==> config.mk <==
export PLATFORM = sky130hd
export DESIGN_NAME = mvm_param
export DESIGN_NICKNAME = d
export VERILOG_FILES = /design/src/rtl/mvm_param.sv
export SDC_FILE = /design/constraint.sdc
export NUM_CORES = 1
export LEC_CHECK = 0
export BUFFER_PORTS_ARGS = -buffer_cell sky130_fd_sc_hd__buf_4
export CORE_UTILIZATION = 45
export CTS_CLUSTER_SIZE = 14
export DETAILED_ROUTE_END_ITERATION = 10
export SLEW_MARGIN = 20
export SYNTH_ARGS = -nofsm -noshare
export SYNTH_HDL_FRONTEND = slang
export SYNTH_SLANG_ARGS = --single-unit
==> constraint.sdc <==
create_clock -name clk -period 12.4 [get_ports clk]
set_input_delay 0.62 -clock clk [delete_from_list [all_inputs] [get_ports clk]]
set_output_delay 0.62 -clock clk [all_outputs]
set_load 0.01 [all_outputs]
==> src/rtl/mvm_param.sv <==
// rtl/mvm_param.sv - Handshaked signed N x N matrix-vector multiplier with matrix reuse and optional saturation
module mvm_param #(
  parameter int N   = 3,
  parameter int IW  = 8,
  parameter int OW  = 16,
  parameter int SAT = 0
) (
  input  logic          clk,
  input  logic          reset,
  input  logic          s_valid,
  output logic          s_ready,
  input  logic [IW-1:0] data_in,
  input  logic          reuse_matrix,
  output logic          m_valid,
  input  logic          m_ready,
  output logic [OW-1:0] data_out,
  output logic          overflow
);

  localparam int MW = $clog2(N*N+1);
  localparam int CW = $clog2(N+1);
  localparam logic [MW-1:0] M_LAST = MW'(N*N-1);
  localparam logic [CW-1:0] V_LAST = CW'(N-1);
  localparam logic signed [OW-1:0] ACC_MAX = {1'b0, {(OW-1){1'b1}}};
  localparam logic signed [OW-1:0] ACC_MIN = {1'b1, {(OW-1){1'b0}}};

  typedef enum logic [1:0] {LOAD_M, LOAD_X, MAC, OUT} state_t;

  state_t state, state_nxt;

  logic                 run;
  logic                 mat_loaded;
  logic [MW-1:0]        mcnt;
  logic [MW-1:0]        mptr;
  logic [CW-1:0]        xcnt;
  logic [CW-1:0]        row;
  logic [CW-1:0]        col;
  logic signed [OW-1:0] acc;
  logic                 acc_ovf;

  // Arrays are padded to a power of two so counter-width indices always fit.
  logic [IW-1:0] m_mem [2**MW];
  logic [IW-1:0] x_mem [2**CW];

  logic s_fire;
  logic m_fire;
  logic reuse_start;

  logic signed [2*IW-1:0] m_ext;
  logic signed [2*IW-1:0] x_ext;
  logic signed [2*IW-1:0] prod;
  logic signed [OW-1:0]   prod_ext;
  logic signed [OW-1:0]   sum;
  logic signed [OW-1:0]   acc_nxt;
  logic                   add_ovf;
  logic                   ovf_nxt;

  assign s_fire      = s_valid && s_ready;
  assign m_fire      = m_valid && m_ready;
  assign reuse_start = s_fire && (state == LOAD_M) && (mcnt == '0) && reuse_matrix && mat_loaded;

  always_ff @(posedge clk or negedge reset) begin
    if (!reset) begin
      state <= LOAD_M;
    end else begin
      state <= state_nxt;
    end
  end

  always_comb begin
    state_nxt = state;
    case (state)
      LOAD_M: if (s_fire && (reuse_start || mcnt == M_LAST)) state_nxt = LOAD_X;
      LOAD_X: if (s_fire && xcnt == V_LAST) state_nxt = MAC;
      MAC:    if (col == V_LAST) state_nxt = OUT;
      OUT:    if (m_fire) state_nxt = (row == V_LAST) ? LOAD_M : MAC;
      default: state_nxt = LOAD_M;
    endcase
  end

  // run holds s_ready low until the first edge after reset release.
  always_comb begin
    s_ready = run && ((state == LOAD_M) || (state == LOAD_X));
    m_valid = (state == OUT);
  end

  always_comb begin
    m_ext    = (2*IW)'($signed(m_mem[mptr]));
    x_ext    = (2*IW)'($signed(x_mem[col]));
    prod     = m_ext * x_ext;
    prod_ext = OW'(prod);
    sum      = acc + prod_ext;
    add_ovf  = (acc[OW-1] == prod_ext[OW-1]) && (sum[OW-1] != acc[OW-1]);
    acc_nxt  = sum;
    if (SAT != 0 && add_ovf) acc_nxt = acc[OW-1] ? ACC_MIN : ACC_MAX;
    ovf_nxt  = acc_ovf | add_ovf;
  end

  always_ff @(posedge clk) begin
    if (s_fire && state == LOAD_M) begin
      if (reuse_start) x_mem[0] <= data_in;
      else             m_mem[mcnt] <= data_in;
    end
    if (s_fire && state == LOAD_X) x_mem[xcnt] <= data_in;
  end

  always_ff @(posedge clk or negedge reset) begin
    if (!reset) begin
      run        <= 1'b0;
      mat_loaded <= 1'b0;
      mcnt       <= '0;
      mptr       <= '0;
      xcnt       <= '0;
      row        <= '0;
      col        <= '0;
      acc        <= '0;
      acc_ovf    <= 1'b0;
      data_out   <= '0;
      overflow   <= 1'b0;
    end else begin
      run <= 1'b1;
      case (state)
        LOAD_M: if (s_fire) begin
          if (reuse_start) begin
            xcnt <= CW'(1);
          end else if (mcnt == M_LAST) begin
            mcnt       <= '0;
            mat_loaded <= 1'b1;
          end else begin
            mcnt <= mcnt + MW'(1);
          end
        end
        LOAD_X: if (s_fire) begin
          if (xcnt == V_LAST) begin
            xcnt    <= '0;
            row     <= '0;
            col     <= '0;
            mptr    <= '0;
            acc     <= '0;
            acc_ovf <= 1'b0;
          end else begin
            xcnt <= xcnt + CW'(1);
          end
        end
        // mptr walks M row-major across all rows, so it never needs reloading between rows.
        MAC: begin
          acc     <= acc_nxt;
          acc_ovf <= ovf_nxt;
          mptr    <= mptr + MW'(1);
          if (col == V_LAST) begin
            col      <= '0;
            data_out <= acc_nxt;
            overflow <= ovf_nxt;
          end else begin
            col <= col + CW'(1);
          end
        end
        OUT: if (m_fire) begin
          acc     <= '0;
          acc_ovf <= 1'b0;
          row     <= (row == V_LAST) ? '0 : row + CW'(1);
        end
        default: ;
      endcase
    end
  end

endmodule
== Yosys cells after proc, flatten, opt, wreduce, memory -nomap -nowiden ==
Memory sizes are Yosys's and may differ from the RTL's.
Cells that the tools add are included.

* Memories: 2
* Bits in latches: 0
* Memory bits (read-only): 0
* Output and inout bits: 19
* Memory bits (writable): 160
* Register bits: 52
* Bits of input ports: 13

{| class="wikitable"
|+ Memories
! memory !! words !! width !! read ports !! clocked after memory_dff !! write ports !! RTL line !! text
|-
| m_mem || 16 || 8 || 1 || 0 || 1 || 42 || <nowiki>logic [IW-1:0] m_mem [2**MW];</nowiki>
|-
| x_mem || 4 || 8 || 1 || 0 || 1 || 43 || <nowiki>logic [IW-1:0] x_mem [2**CW];</nowiki>
|}

* $mul: 1
* Bitwise operators: 2
* Equal/unequal tests: 17
* Multiplexer cells: 41
* $add $sub $neg: 6
* Divide/modulo/power cells: 0
* Reduce and logical (&&, ||, !) cells: 28
* Shift operators: 0
* $lt $le $gt $ge: 0

{| class="wikitable"
|+ Operators by type and width
! operator !! number
|-
| 16-bit 2-to-1 mux || 3
|-
| 16-bit one-hot mux with 3 select lines || 1
|-
| 2-bit 2-to-1 mux || 15
|-
| 4-bit AND reduction || 5
|-
| 16-bit adder || 1
|-
| 8-bit by 8-bit multiplier with 16-bit output || 1
|-
| 2-bit != test (second input constant) || 7
|-
| 1-bit 2-to-1 mux || 12
|-
| 4-bit 2-to-1 mux || 3
|-
| 2-bit one-hot mux with 2 select lines || 3
|-
| 1-bit logical AND || 11
|-
| 2-bit equality test (second input constant) || 5
|-
| 4-bit by 1-bit adder with 4-bit output (second input constant) || 2
|-
| 8-bit 2-to-1 mux || 1
|-
| 2-bit one-hot mux with 4 select lines || 1
|-
| 4-bit one-hot mux with 2 select lines || 1
|-
| 8-bit OR reduction || 1
|-
| 2-bit by 1-bit adder with 2-bit output (second input constant) || 3
|-
| 3-bit AND reduction || 2
|-
| 2-bit nonzero test || 3
|-
| 4-bit equality test (second input constant) || 1
|-
| 4-bit logical NOT || 1
|-
| 1-bit one-hot mux with 3 select lines || 1
|-
| 3-bit nonzero test || 1
|-
| other kinds (9) || 10
|}

== Depth between registers and ports, before layout ==
* Depth after elaboration: 12
* Mapped depth: 29
* Mapped depth without buffers: 27

== Least setup slack after synthesis ==
Ideal clock, no wire load.

* Path type: register to register
* Start point: register mptr[0]
* End point: register acc[15]
* Data required time: 12.275 ns
* Cell stages (with the launch flop): 28
* Slack: 5.286 ns
* Data arrival time: 6.989 ns
* Period minus slack after synthesis: 7.114 ns
* Setup time: 0.125 ns
* Cells stage by stage: dfrtp_1 > buf_2 > buf_2 > mux4_2 > mux4_2 > and2_1 > fa_1 > inv_1 > fa_1 > inv_1 > fa_1 > inv_1 > fa_1 > inv_1 > ha_1 > a21oi_1 > o21bai_1 > a21oi_1 > o21ai_0 > xnor2_1 > ha_1 > and2_1 > a2111oi_0 > nor2_1 > a21oi_2 > o21ai_0 > a31o_1 > mux2_4

* Cells in the longest elaborated chain, start to end: 4

{| class="wikitable"
|+ Ends and longest elaborated chain
! element !! RTL line !! text
|-
| start: declaration || 34 || <nowiki>logic [MW-1:0] mptr;</nowiki>
|-
| start signal: assignment || 149 || <nowiki>mptr <= mptr + MW'(1);</nowiki>
|-
| memory read 16 x 8 bit || n/a ||
|-
| 8-bit by 8-bit multiplier with 16-bit output || 90 || <nowiki>prod = m_ext * x_ext;</nowiki>
|-
| 16-bit adder || 92 || <nowiki>sum = acc + prod_ext;</nowiki>
|-
| 16-bit one-hot mux with 3 select lines || 122 || <nowiki>case (state)</nowiki>
|-
| end signal: assignment || 147 || <nowiki>acc <= acc_nxt;</nowiki>
|-
| end: declaration || 38 || <nowiki>logic signed [OW-1:0] acc;</nowiki>
|}

Every way passes these cells.
A chain may end at the register's enable or synchronous reset.

== Final worst setup path ==
Same ends and word-level chain as after synthesis.

==> run_results.csv <==
group,metric,value,unit
status,outcome,"completed",
layout,nets,968,
critical_path,cpMostUsedCell,"ha_1",
clock_network,cts_tree,"done",
routing,drt-initial-drc-count,364,
critical_path,end_kind,"flop",
clock_network,cts.sinks,212,
clock_network,cts_resized,0,
routing,vias,6330,
grt,grt_max_degree,53,
clock_network,root_buffer,"clkbuf_16",
timing,tns,0,ns
grt,grt-ovfl-total,0,
floorplanning,io_pins,32,
grt,grt_pass1_wl,36910,microns
layout,multiInputGateArea,0.004913,sq mm
yosys,synth_nets,932,
clock_network,clockBufferDepth,3,
worst_hold_path,hold_path.class,"in -> async",
timing,slew_headroom,36.47,%
layout,ff_latch_area,0.006107,sq mm
timing,maxClockFrequency,127.1,MHz
floorplanning,rows,58,
floorplanning,core,0.02511,sq mm
placement,placed_area,0.01204,sq mm
layout,design_area,0.01280,sq mm
timing,worst_pin_slew,0.9478,ns
timing,setup_viol,0,
yosys,synth_top_cell_area_share,41.85,%
routing,via_per_inst,5.293,
yosys,synth_cells,814,
layout,fillCellCount,2186,
critical_path,reg2reg_slack,4.53,ns
critical_path,critPathMaxStageDelay,0.75,ns
timing,finClkSkew,0.01628,ns
critical_path,cp_data_arrival_time,8.26,ns
yosys,avgSynthCellArea,14.10,sq um
clock_network,h-tree-depth,1,
timing,period_needed,7.868,ns
layout,fin_cells,1196,
floorplanning,die_height,161.7,microns
critical_path,crit_slowest_cell,"dfrtp_2",
placement,place_ws,4.450,ns
clock_network,post_cts_buffers,0,
yosys,ys_seq_area_share,53.19,%
placement,portBuffers,31,
clock_network,clkTransAtPathRegs,0.06,ns
timing,drv_slew,0,
layout,drive_gt1_share,15.94,%
critical_path,critPathMaxFanout,19,
floorplanning,die_width,161.7,microns
layout,antenna_cells,0,
clock_network,cts_buffers,23,
yosys,synth_cell_types,62,
clock_network,holdBufCountCts,0,
layout,syn2layout_area_growth,11.54,%
floorplanning,start_util,45.72,%
routing,detail-route-antenna-nets,0,
job,maxCapViolations,0,
timing,post-route-period-util,63.45,%
yosys,async_flop_share,24.53,%
yosys,synth_edf_count,160,
grt,grt_pass1_vias,6658,
timing,final_hold_viol_count,0,
critical_path,crit_required,12.79,ns
yosys,syn_area,0.01148,sq mm
clock_network,clk_latency,0.50,ns
yosys,yosysWarnings,0,
yosys,ys_top_cells_by_area,"edfxtp_1 42%, dfrtp_1 11%, fa_1 9.8%, mux4_2 9.2%, ha_1 5.3%",
grt,grtUsageTotal,18.52,%
critical_path,cpLargestDelayFamily,"adder cells",
timing,rsz0062_at_grt,"false",
critical_path,crit_path_start_kind,"flop",
placement,dp.cells,1155,
critical_path,criticalPathCategory,"reg -> reg",
placement,gp_congestion,0.8513,
routing,wire_per_inst,19.36,microns
routing,first_pass_iters,5,
timing,finalWorstSetupSlack,4.532,ns
yosys,synthFlopType,"edfxtp_1",
routing,drt_wl_total,23150,microns
floorplanning,die-area,0.02615,sq mm
critical_path,path_buf_inv,3,
yosys,yosys.area.top_type,"edfxtp_1",
placement,dpl.hpwl,15940,microns
grt,antenna_found_initial,0,
yosys,ys_seq_elements,212,
routing,drc,0,
## cells in the mapped netlist, drive strengths merged (3+ instances only)
| cell | n |
|---|---|
| dfrtp | 52 |
| xor2 | 12 |
| buf | 9 |
| a2111oi | 3 |
| and2 | 52 |
| clkbuf | 14 |
| xnor2 | 18 |
| a21oi | 19 |
| a22o | 12 |
| mux2i | 3 |
| ha | 49 |
| a21o | 9 |
| o21a | 7 |
| nand3 | 5 |
| nor3 | 9 |
| nor2b | 4 |
| mux4 | 47 |
| or2 | 3 |
| nand2 | 50 |
| inv | 93 |
| edfxtp | 160 |
| o21bai | 5 |
| mux2 | 12 |
| and3 | 9 |
| nor2 | 37 |
| o21ai | 31 |
| fa | 56 |
| nand2b | 4 |
## layout by cell type (no fill, tap or decap), types with 17 or more instances in the layout
cell       netlist  layout
ha_1            49      49
edfxtp_1       160     160
a21oi_1         17      17
nor2_1          37      37
mux4_2          47      47
and2_1          52      52
dfrtp_1         52      51
nand2_1         50      50
xnor2_1         18      18
o21ai_0         29      29
inv_1           93      93
buf_4            1      34
fa_1            56      56
clkbuf_16        0      23
## per-layer routing
layer | global-route usage [%] | vias to the layer above | part of all wire, %
li1 | - | 2982 | -
met1 | 24.11 | 3232 | 45
met2 | 32.95 | 86 | 51
met3 | 2.400 | 30 | 3.0
met4 | 4.417 | 0 | 1.6
met5 | 0 | - | 0
## metrics by stage
step                hold WS (ns)  util, %
global placement          0.4551    47.94
finish                    0.1565    51.00
CTS                       0.1766    51.00
global route              0.2158    51.00
detailed placement        0.4644    47.94
floorplan                 0.3244        -
## worst paths after layout
check,startpoint,end,cells after the start
setup / recovery,mptr[0],acc[15],26
hold / removal,reset,data_out[10],1
setup reg to reg,mptr[0],acc[15],26
hold reg to reg,data_out[4],data_out[4],2
max in group asynchronous,reset,mptr[0],1
min in group clk,m_ready,state[0],3
## cell type report
class                      instances  area share (%)
inverter                          93           2.726
clock inverter                    12           1.241
clock buffer                      29           4.749
timing repair buffer              34           1.993
sequential                       212           47.69
multi-input combinational        486           38.37
tap                              330           3.225
## flip-flops by register name, summed over array words and instances (netlist names), 2 cells and up
register / count
acc: 16
col: 2
data_out: 16
m_mem: 128
mcnt: 4
mptr: 4
row: 2
state: 2
x_mem: 32
xcnt: 2
## cell families after synthesis
| group | after synthesis | synth area share (%) |
|---|---|---|
| xor gates and xnor gates | 31 | 2.518 |
| adders and majority gates | 105 | 15.11 |
| other | 1 | 0.03267 |
| buffers and inverters | 116 | 4.054 |
| DFF | 212 | 53.19 |
| and+or+nand+nor | 182 | 8.000 |
| AOI/OAI and AO/OA | 105 | 6.409 |
| muxes | 62 | 10.69 |
Power is left out: the tool's default activity adds up to more than one toggle a clock period on the data nets, which glitch-free logic cannot reach.
